File: src/rtl/softmax_seq.sv
// softmax_seq: buffers one score vector, feeds max-subtracted clamped samples to the
// shared exponent unit, then streams the exponent words together with their sum.
module softmax_seq #(
   parameter  int N       = 8,
   parameter  int EXP_LAT = 0,
   localparam int IW      = $clog2(N),
   localparam int SW      = 47 + $clog2(N)
) (
   input  logic          clk,
   input  logic          rst,
   input  logic          in_valid,
   output logic          in_ready,
   input  logic [16:0]   in_data,
   output logic [16:0]   exp_x,
   input  logic [20:0]   exp_y,
   output logic          out_valid,
   input  logic          out_ready,
   output logic [20:0]   out_exp,
   output logic [SW-1:0] out_sum,
   output logic          out_last,
   output logic          busy
);

   typedef enum logic [2:0] {
      S_IDLE  = 3'd0,
      S_LOAD  = 3'd1,
      S_EXP   = 3'd2,
      S_DRAIN = 3'd3,
      S_OUT   = 3'd4
   } state_t;

   localparam logic signed [17:0] D_MIN  = -18'sd40960;
   localparam logic [IW-1:0]      LAST_I = IW'(N - 1);

   state_t             state_q, state_d;
   logic [IW-1:0]      cnt_q, cnt_d;
   logic signed [16:0] max_q, max_d;
   logic [SW-1:0]      sum_q, sum_d;
   logic [16:0]        xbuf_q [N];
   logic [16:0]        xbuf_d [N];
   logic [20:0]        ebuf_q [N];
   logic [20:0]        ebuf_d [N];

   logic               issue_s;
   logic               cap_v_s;
   logic [IW-1:0]      cap_i_s;
   logic signed [17:0] d_raw_s, d_s;
   logic [15:0]        mag_s;
   logic [46:0]        lin_s;

   assign issue_s = (state_q == S_EXP);
   assign lin_s   = {31'b0, exp_y[15:0]} << exp_y[20:16];

   // Capture tagging: issue index travels alongside the exponent unit latency.
   generate
      if (EXP_LAT == 0) begin : g_nolat
         assign cap_v_s = issue_s;
         assign cap_i_s = cnt_q;
      end else begin : g_lat
         logic [EXP_LAT-1:0] vld_q, vld_d;
         logic [IW-1:0]      pidx_q [EXP_LAT];
         logic [IW-1:0]      pidx_d [EXP_LAT];

         // Shift the issue tag one stage per cycle.
         always_comb begin
            vld_d[0]  = issue_s;
            pidx_d[0] = cnt_q;
            for (int k = 1; k < EXP_LAT; k++) begin
               vld_d[k]  = vld_q[k-1];
               pidx_d[k] = pidx_q[k-1];
            end
         end

         // Tag pipe registers.
         always_ff @(posedge clk or posedge rst) begin
            if (rst) begin
               vld_q <= '0;
               for (int k = 0; k < EXP_LAT; k++) pidx_q[k] <= '0;
            end else begin
               vld_q <= vld_d;
               for (int k = 0; k < EXP_LAT; k++) pidx_q[k] <= pidx_d[k];
            end
         end

         assign cap_v_s = vld_q[EXP_LAT-1];
         assign cap_i_s = pidx_q[EXP_LAT-1];
      end
   endgenerate

   // Issue arithmetic: distance below the max, clamped at -10.0, sign-magnitude.
   always_comb begin
      d_raw_s = $signed({xbuf_q[cnt_q][16], xbuf_q[cnt_q]}) - $signed({max_q[16], max_q});
      if (d_raw_s < D_MIN) d_s = D_MIN;
      else                 d_s = d_raw_s;
      mag_s = 16'(-d_s);
      if (!issue_s)              exp_x = 17'h00000;
      else if (d_s == 18'sd0)    exp_x = 17'h00000;
      else                       exp_x = {1'b1, mag_s};
   end

   // Next-state, buffer writes and sum accumulation.
   always_comb begin
      state_d = state_q;
      cnt_d   = cnt_q;
      max_d   = max_q;
      xbuf_d  = xbuf_q;
      ebuf_d  = ebuf_q;
      if (cap_v_s) begin
         ebuf_d[cap_i_s] = exp_y;
         sum_d = sum_q + {{(SW-47){1'b0}}, lin_s};
      end else begin
         sum_d = sum_q;
      end
      case (state_q)
         S_IDLE: state_d = S_LOAD;
         S_LOAD: begin
            if (in_valid) begin
               xbuf_d[cnt_q] = in_data;
               if ((cnt_q == {IW{1'b0}}) || ($signed(in_data) > max_q)) max_d = $signed(in_data);
               else                                                       max_d = max_q;
               if (cnt_q == LAST_I) begin
                  state_d = S_EXP;
                  cnt_d   = {IW{1'b0}};
                  sum_d   = {SW{1'b0}};
               end else begin
                  cnt_d = cnt_q + IW'(1);
               end
            end else begin
               state_d = S_LOAD;
            end
         end
         S_EXP: begin
            if (cnt_q == LAST_I) begin
               cnt_d = {IW{1'b0}};
               if (EXP_LAT == 0) state_d = S_OUT;
               else              state_d = S_DRAIN;
            end else begin
               cnt_d = cnt_q + IW'(1);
            end
         end
         S_DRAIN: begin
            if (cap_v_s && (cap_i_s == LAST_I)) begin
               state_d = S_OUT;
               cnt_d   = {IW{1'b0}};
            end else begin
               state_d = S_DRAIN;
            end
         end
         S_OUT: begin
            if (out_ready) begin
               if (cnt_q == LAST_I) begin
                  state_d = S_LOAD;
                  cnt_d   = {IW{1'b0}};
                  max_d   = 17'sd0;
               end else begin
                  cnt_d = cnt_q + IW'(1);
               end
            end else begin
               state_d = S_OUT;
            end
         end
         default: state_d = S_IDLE;
      endcase
   end

   // State, counters and buffers.
   always_ff @(posedge clk or posedge rst) begin
      if (rst) begin
         state_q <= S_IDLE;
         cnt_q   <= {IW{1'b0}};
         max_q   <= 17'sd0;
         sum_q   <= {SW{1'b0}};
         for (int k = 0; k < N; k++) begin
            xbuf_q[k] <= 17'h00000;
            ebuf_q[k] <= 21'h000000;
         end
      end else begin
         state_q <= state_d;
         cnt_q   <= cnt_d;
         max_q   <= max_d;
         sum_q   <= sum_d;
         for (int k = 0; k < N; k++) begin
            xbuf_q[k] <= xbuf_d[k];
            ebuf_q[k] <= ebuf_d[k];
         end
      end
   end

   // Handshake and output words decoded from registered state only.
   always_comb begin
      in_ready  = (state_q == S_LOAD);
      out_valid = (state_q == S_OUT);
      busy      = (state_q == S_EXP) || (state_q == S_DRAIN) || (state_q == S_OUT);
      if (state_q == S_OUT) begin
         out_exp  = ebuf_q[cnt_q];
         out_sum  = sum_q;
         out_last = (cnt_q == LAST_I);
      end else begin
         out_exp  = 21'h000000;
         out_sum  = {SW{1'b0}};
         out_last = 1'b0;
      end
   end

endmodule

File: config.mk
export PLATFORM = sky130hd
export DESIGN_NAME = softmax_seq
export DESIGN_NICKNAME = d
export VERILOG_FILES = /design/src/rtl/softmax_seq.sv
export SDC_FILE = /design/constraint.sdc
export NUM_CORES = 1
export LEC_CHECK = 0
export BUFFER_PORTS_ARGS = -buffer_cell sky130_fd_sc_hd__buf_4
export CAP_MARGIN = 20
export CORE_MARGIN = 3
export CORE_UTILIZATION = 35
export DETAILED_ROUTE_END_ITERATION = 10
export PLACE_DENSITY = 0.59
export SLEW_MARGIN = 20
export SYNTH_ARGS = -nofsm -noshare
export SYNTH_HDL_FRONTEND = slang
export SYNTH_SLANG_ARGS = --single-unit
File: constraint.sdc
create_clock -name clk -period 24.3 [get_ports clk]
set_clock_uncertainty 0.15 [all_clocks]
set_input_delay 3.645 -clock clk [delete_from_list [all_inputs] [get_ports clk]]
set_output_delay 3.645 -clock clk [all_outputs]
set_load 0.02 [all_outputs]
# [Yosys cells after proc, flatten, opt, wreduce, memory -nomap -nowiden]
# Index checks and enable logic that the tools add are counted.
# W data, S select, Z words.
[word_totals] ff_bits=377 latchBits=0 mem_bits_rw=0 romBits=0 input_bits=42 output_inout_bits=92 elab_cells=96 n_memories=0
[op_classes] addsub=4 mul=0 div=0 magnitude_cmp=4 eq_ne=13 shifts=1 mux=39 bitwise=1 n_reduce_logical=14
[op_table] op="$mux W50" n=5
[op_table] op="$bwmux W168" n=1
[op_table] op="$mux W17" n=9
[op_table] op="$bwmux W136" n=1
[op_table] op="$mux W21" n=4
[op_table] op="$bmux W21 S3" n=1
[op_table] op="$demux W21 S3" n=1
[op_table] op="$bmux W17 S3" n=1
[op_table] op="$demux W17 S3" n=1
[op_table] op="$add A50 B47 Y50" n=1
[op_table] op="$shl A16 B5 Y47" n=1
[op_table] op="$pmux W17 S2" n=1
[op_table] op="$mux W3" n=10
[op_table] op="$logic_not A18 Y1" n=1
[op_table] op="$lt A18 B17 Y1 const B" n=1
[op_table] op="$mux W18" n=1
[op_table] op="$sub A17 B17 Y18" n=1
[op_table] op="$gt A17 B17 Y1" n=1
[op_table] op="$neg A16 Y16" n=1
[op_table] op="$pmux W3 S5" n=1
[op_table] op="$pmux W3 S4" n=1
[op_table] op="$ne A2 B1 Y1 const B" n=4
[op_table] op="$eq A3 B2 Y1 const B" n=2
[op_table] op="$eq A3 B3 Y1 const B" n=2
[op_table] op="17 further kinds" n=23

# [Depth between registers and ports, before layout]
# Gate-level depths: netlist (run 1).
[depth] depth_word=10 depth_mapped=30 mapped_depth_nobuf=26

# [Worst setup path after synthesis (run 1)]
# No wires, ideal clock.
[synth_path] path_type="register -> output" from="reg cnt_q[2], in the netlist cap_i_s[2]" to="out exp_x[15]" arrival_ns=5.979 required_ns=20.505 slack_ns=14.526 stages_incl_launch_ff=30 path_buffers=6 cell_sequence="dfrtp_1 > clkbuf_1 > and3_1 > clkbuf_1 > clkbuf_1 > clkbuf_1 > a22oi_1 > nand4_1 > ha_1 > nor2b_4 > o31a_1 > o2111ai_1 > a21oi_1 > o31ai_1 > and2b_1 > xnor2_1 > nand2_1 > nand2_1 > nand3b_1 > ha_1 > buf_4 > clkbuf_1 > or2_2 > ha_1 > o21ai_0 > nor4_1 > nand2_1 > nor3_1 > a31o_4 > nor3_1"
[synth_via] elab_chain_len=10 word_cells_on_any_way=11 classes_between="add/sub (2); order compare (1); mux (6); bitwise (1); reduce/logical (1)"
[synth_lines] item="from (decl)" line_no="36" text="logic [IW-1:0] cnt_q, cnt_d;"
[synth_lines] item="from (signal assigned)" line_no="170" text="cnt_q <= {IW{1'b0}};"
[synth_lines] item="from (signal assigned)" line_no="179" text="cnt_q <= cnt_d;"
[synth_lines] item="$not A3 Y4 (not written as such) (*)" line_no="92" text="d_raw_s = $signed({xbuf_q[cnt_q][16], xbuf_q[cnt_q]}) - $signed({max_q[16], max_q});"
[synth_lines] item="$bmux W17 S3 (*)" line_no="92"
[synth_lines] item="$mux W17 (not written as such) (*) (2 in series)" line_no="92"
[synth_lines] item="$sub A17 B17 Y18 (*)" line_no="92"
[synth_lines] item="$lt A18 B17 Y1" line_no="93" text="if (d_raw_s < D_MIN) d_s = D_MIN;"
[synth_lines] item="$mux W18 (*)" line_no="93"
[synth_lines] item="$neg A16 Y16 or $logic_not A18 Y1 (tied branches)" line_no="95, 97"
[synth_lines] item="$mux W17 (*)" line_no="97" text="else if (d_s == 18'sd0) exp_x = 17'h00000;"
[synth_lines] item="$mux W17 (*)" line_no="96" text="if (!issue_s) exp_x = 17'h00000;"
[synth_lines] item="to (decl)" line_no="14" text="output logic [16:0] exp_x,"
# Mark *: on every way between the ends. The rest lies on a longest branch, timed or not. The select of a mux whose other input is x is not followed.

# [Worst setup path after layout (run 1)]
[layout_path] from="reg cnt_q[0], in the netlist cap_i_s[0]" to="out exp_x[1]"
# The elaborated chain is that of the path after synthesis.

==> results.ini, run 1 <==
[outcome]
outcome=completed

[timing]
finalMaxSlewViolations=0
tns_ps=0
setup_violations=0
min_period_ps=11750
tightest_slew_ps=1110
hold_viol=0
max_freq_ghz=0.0851
rsz0062_at_grt=false
min_period_over_period_pct=48.3
max_slew_margin_pct=26.2

[die]
die_y_um=255
core-area_mm2=0.0609
ios=134
die_area_mm2=0.0651
initial_utilization_pct=35.6
fp-row-count=90
die_w_um=255

[detailed_routing]
wl_per_cell_um=20.8
dr.pass1.iters=7
drtAntennaViolNets=0
first_iter_violations=1026
drt-total-wl_um=62600
drc=0
routed_via_density=5.59
vias=16797

[critical_path]
crit_arrival_ps=7950
path_max_fanout=23
slowest_delay_ps=740
required_ps=20500
crit_path_end_kind=output pin
worstSetupStartpointType=flop
rr_startpoint=sum_q[0]$_DFF_PP0_
critPathTopFamily=simple AND/OR/NAND/NOR gates
critPathKind=reg2out
crit_slowest_cell=ha_1
crit_path_start=cap_i_s[0]$_DFFE_PP0P_
path_buf_inv=4

[clock_tree]
clock_latency_ps=580
postCtsHoldBufs=0
clk_path_buf_depth=3
cts_tree=done
cts.htree.levels=2
cts_buffers=40
cts_resized=0
cts_root_buffer=clkbuf_16
path_clk_slew_ps=60
post_cts_buffers=0
cts_sinks=377

[place]
gp_congestion=0.887
numPortBuffers=133
hpwl_um=42400
placed_cell_area_mm2=0.0234

[global_routing]
met3_usage_pct=2.81
grt_max_degree=89
top_usage_layer=met2
use_met2_pct=30.8
grt_pass1_wl_um=96700
grt.overflow.total=0
grt_use_total_pct=18.9
first_global_vias=16625
antenna_found_initial=1
grt.met1_usage_pct=26.1

[power_and_ir_drop]
vdd_drop_max_mv=0.0956
powerDensity_mw_per_mm2=147
leakagePower_uw=0.0111

[yosys]
synth_area_leaders=dfrtp_1, mux2_2, a22oi_1
post_synth.cell_area_avg_um2=10.4
yosys_most_used_dff=dfrtp_1
yosysSeqAreaShare_pct=43.4
synth_top_area_share_pct=43.4
synth_nets=2229
synth_top_cell_by_area=dfrtp_1
yosysUniqueCellTypes=77
synth-async-reset-ratio_pct=100
syn_inst=2098
synth_edf_count=0
ys_seq_elements=377
ys_warn_count=0
synth_area_mm2=0.0217

[cells_and_area]
nets=2279
nFillCells=5853
drive_gt1_share_pct=25.2
post-route-util_pct=40.6
area_growth_pct=14.0
design_area_mm2=0.0248

[run]
max_cap_violations=0

[hold_path]
hold_path_class=reg2reg
hp-start=ebuf_q[61]$_DFFE_PP0P_

## worst register-to-register path: cells and delay by family, from the launching register on
family          cells  cell delay [ps]
compound gates      7             2170
fa+ha+maj           2              670
flops               1              390
xor+xnor            1              190
simple gates        2              160
## through the flow
| step | std cells | hold WS [ps] | total power (uW) | setup WS, ps |
|---|---|---|---|---|
| 2_1_floorplan | 2098 | 300 | 2510 | 10030 |
| 3_3_place_gp | 2933 | 313 | 2960 | 13480 |
| 3_5_place_dp | 2934 | 322 | 3020 | 13190 |
| 4_1_cts | 3006 | 335 | 3650 | 12550 |
| 5_1_grt | 3007 | 355 | 3890 | 12110 |
| 6_report | 3007 | 329 | 3630 | 12560 |
## cells in the mapped netlist, types with 10 or more instances
master,number
a41oi_1,22
a211oi_1,24
a21o_1,44
nor2b_1,20
o21a_1,12
ha_1,87
a31oi_1,10
and3_1,13
xor2_1,22
buf_1,14
nand3_1,20
inv_1,38
a21oi_1,119
o21ai_0,84
nor2_1,79
clkbuf_1,131
dfrtp_1,377
and2_1,64
o22ai_1,14
nor3_1,26
a22oi_1,154
xnor2_1,32
nand4_1,26
mux2_2,283
mux2i_1,35
nand2_1,203
nand2b_1,14
## final cells by class
type                            instances  area, um^2  area share (%)
Antenna cell                            1        2.50          0.0101
Tap cell                              828        1040            4.18
Inverter                               41         164           0.662
Multi-Input combinational cell       1530       11600            46.8
Clock inverter                         15         145           0.586
Timing Repair Buffer                  158        1210            4.89
Sequential cell                       377        9430            38.1
Clock buffer                           57        1170            4.74
## flip-flops by register name, indices dropped and copies added (netlist names)
| name | flops |
|---|---|
| sum_q | 50 |
| cap_i_s | 3 |
| ebuf_q | 168 |
| max_q | 17 |
| state_q | 3 |
| xbuf_q | 136 |
## cell usage in the layout (no fill, tap or decap), drive strengths merged, types with 6 or more instances in the layout
cell / instances
a21oi: 119
or3: 7
inv: 40
o211ai: 8
nand2b: 14
a211oi: 24
mux4: 8
nand2: 203
a31oi: 10
xor2: 22
nor2: 79
a41oi: 22
nor2b: 22
a22oi: 154
o21ai: 85
clkbuf: 57
a21o: 45
and3: 14
o22ai: 14
nor3b: 6
clkinv: 15
o2bb2ai: 8
mux2: 283
xnor2: 32
dfrtp: 377
and2: 66
nand4: 26
ha: 87
o21a: 12
nor3: 26
mux2i: 35
o21bai: 7
nand3: 21
and4: 7
buf: 158
## path summary, 6_finish.rpt
path / endpoint / slack [ps] / cells past startpoint
max reg2reg: sum_q[48]$_DFF_PP0_ / 20410 / 12
min: ebuf_q[61]$_DFFE_PP0P_ / 330 / 2
max: exp_x[1] / 12560 / 28
min in group asynchronous: xbuf_q[61]$_DFFE_PP0P_ / 3000 / 2
min reg2reg: ebuf_q[61]$_DFFE_PP0P_ / 330 / 2
max in group asynchronous: sum_q[11]$_DFF_PP0_ / 18710 / 4
## cells by family (layout without fill, tap and decap cells)
family / count (synthesis) / after routing / share of synthesized area (%)
flip-flops: 377 / 377 / 43.4
AND/OR/NAND/NOR: 509 / 509 / 11.5
adder cells (fa/ha/maj): 89 / 89 / 5.20
multiplexers: 326 / 326 / 17.1
other: 0 / 1 / 0
AO/OA/AOI/OAI: 552 / 552 / 17.2
XOR/XNOR: 54 / 54 / 2.18
buffers and inverters: 191 / 271 / 3.36
## per-layer routing
| layer | share of wire (%) | wire, um |
|---|---|---|
| met1 | 45 | 28400 |
| met2 | 47 | 29200 |
| met3 | 5.6 | 3480 |
| met4 | 2.5 | 1570 |
| met5 | 0 | 0 |
## where the power goes
part	internal (uW)	switching, uW	total (uW)	leakage, uW
registers	925	177	1100	0.00457
clock network	341	266	607	0.000654
logic	812	1110	1930	0.00588
total	2080	1560	3630	0.0111
Note: power is estimated with default switching activity, not from simulation.
==> run 2: changes to the inputs <==
- PLACE_DENSITY: 0.59 -> 0.61
- clock period: 24.3 -> 10.52 ns (I/O delays scaled with it)
==> run 2 against run 1 <==
Effect of this change:
- critical path depth fell by 1
- sequential power grew 130%
- setup slack got worse by 11000 ps
- largest power group unchanged
- critical path type unchanged
- sequential cell count unchanged
- global-route usage increased by 0.14 points
==> results.ini, run 2 (synthesized netlist as in run 1, its figures left out) <==
[critical_path]
path_max_fanout=22  ; was 23
crit_path_end_kind=output pin  ; unchanged
required_ps=8790  ; was 20500 ps
worstSetupStartpointType=flop  ; unchanged
crit_slowest_cell=ha_1  ; unchanged
critPathKind=reg2out  ; unchanged
crit_arrival_ps=7470  ; was 7950 ps
slowest_delay_ps=740  ; about the same

[clock_tree]
clock_latency_ps=580  ; about the same
cts.htree.levels=2  ; unchanged
clk_path_buf_depth=3  ; unchanged
postCtsHoldBufs=0  ; unchanged
cts_sinks=377  ; unchanged
path_clk_slew_ps=60  ; about the same
post_cts_buffers=0  ; unchanged
cts_root_buffer=clkbuf_16  ; unchanged
cts_resized=0  ; unchanged
cts_tree=done  ; unchanged
cts_buffers=41  ; was 40

[global_routing]
first_global_vias=16783  ; was 16625
grt.overflow.total=0  ; unchanged
antenna_found_initial=3  ; was 1
grt_max_degree=179  ; was 89
grt_use_total_pct=19.0  ; was 18.9%
grt_pass1_wl_um=97500  ; was 96700 um

[place]
gp_congestion=0.902  ; was 0.887
placed_cell_area_mm2=0.0234  ; about the same
hpwl_um=43000  ; was 42400 um
numPortBuffers=133  ; unchanged

[cells_and_area]
top_register=ebuf_q  ; unchanged
reg_top3=ebuf_q x168, xbuf_q x136, sum_q x50  ; unchanged
area_growth_pct=14.0  ; about the same
final_common_cell=dfrtp_1  ; unchanged
drive_gt1_share_pct=24.8  ; was 25.2%
largest_reg_flops=168  ; unchanged
design_area_mm2=0.0248  ; about the same
nets=2280  ; was 2279
final_cell_mix=dfrtp_1, mux2_2, nand2_1, buf_4, a22oi_1  ; unchanged

[detailed_routing]
wl_per_cell_um=20.8  ; about the same
dr.pass1.iters=7  ; unchanged
drc=0  ; unchanged
drt-total-wl_um=62600  ; about the same
drtAntennaViolNets=0  ; unchanged
first_iter_violations=1126  ; was 1026
routed_via_density=5.64  ; was 5.59
vias=16943  ; was 16797

[power_and_ir_drop]
leakagePower_uw=0.0111  ; about the same
powerDensity_mw_per_mm2=340  ; was 147 mW/mm^2
vdd_drop_max_mv=0.250  ; was 0.0956 mV

[die]
fp-row-count=90  ; unchanged
initial_utilization_pct=35.6  ; unchanged
die_area_mm2=0.0651  ; unchanged
die_y_um=255  ; unchanged
core-area_mm2=0.0609  ; unchanged
ios=134  ; unchanged
die_w_um=255  ; unchanged

[timing]
max_freq_ghz=0.109
rsz0062_at_grt=false  ; unchanged
min_period_over_period_pct=87.5
finalMaxSlewViolations=0  ; unchanged
min_period_ps=9200
tns_ps=0  ; unchanged
setup_violations=0  ; unchanged
tightest_slew_ps=1110  ; about the same
max_slew_margin_pct=25.9  ; was 26.2%
hold_viol=0  ; unchanged

[outcome]
outcome=completed  ; unchanged

[run]
max_cap_violations=0  ; unchanged

[hold_path]
hold_path_class=reg2reg  ; unchanged

## run 2: changes by cell type in the layout (fill, tap and decap cells not counted), moves of 2 or more
cell / change
clkbuf_1: +8
clkbuf_8: -7
clkinv_2: -6
bufinv_16: +2
clkbuf_16: +2
inv_8: -2
## run 2: per-layer routing
metal | wire length, um | GRT usage (%) | vias to the layer above | part of all wire, %
li1 | - | - | 7804 | -
met1 | 28600 | 26.4 | 8539 | 46
met2 | 29000 | 30.9 | 493 | 46
met3 | 3460 | 2.92 | 103 | 5.5
met4 | 1580 | 5.41 | 4 | 2.5
met5 | 23 | 0 | - | 0.037
## run 2: power breakdown
group          leakage (uW)  switching [uW]  total (uW)  internal, uW
Clock              0.000638             605        1420           820
Combinational       0.00587            2560        4430          1870
Sequential          0.00457             425        2560          2140
Total                0.0111            3590        8420          4830
## run 2: stage by stage
step | worst slack (ps) | power [uW] | util, % | hold WS, ps | instances
after floorplan | 2810 | 5800 | - | 300 | 2098
after global placement | 2150 | 6850 | 38.4 | 313 | 2934
after detailed placement | 1940 | 6980 | 38.5 | 321 | 2934
after CTS | 1280 | 8440 | 40.6 | 335 | 3005
after global routing | 702 | 9060 | 40.6 | 351 | 3006
final | 1320 | 8420 | 40.6 | 330 | 3006
## run 2: critical path: cells and delay by family (launching register included)
family                     cells  cell delay [ps]
DFF                            1              480
adders and majority gates      3             1260
xor gates and xnor gates       1              220
AOI/OAI and AO/OA              7             1540
buffers and inverters          4              680
and+or+nand+nor               12             2690
## run 2: area by class of cell
class	instances	area, um^2
Fill cell	5857	36200
Clock inverter	11	165
Inverter	41	160
Timing Repair Buffer	158	1200
Antenna cell	1	2.50
Sequential cell	377	9430
Tap cell	828	1040
Multi-Input combinational cell	1530	11600
Clock buffer	60	1160
## run 2: worst paths after layout
| kind | startpoint | end | slack, ps | depth (start not counted) |
|---|---|---|---|---|
| max reg2reg | sum_q[7]$_DFF_PP0_ | sum_q[46]$_DFF_PP0_ | 6760 | 11 |
| max in group asynchronous | rst | ebuf_q[132]$_DFFE_PP0P_ | 6880 | 4 |
| min in group asynchronous | rst | xbuf_q[31]$_DFFE_PP0P_ | 1030 | 2 |
| min reg2reg | ebuf_q[82]$_DFFE_PP0P_ | ebuf_q[82]$_DFFE_PP0P_ | 330 | 2 |
| min | ebuf_q[82]$_DFFE_PP0P_ | ebuf_q[82]$_DFFE_PP0P_ | 330 | 2 |
| max | cap_i_s[0]$_DFFE_PP0P_ | exp_x[1] | 1320 | 27 |
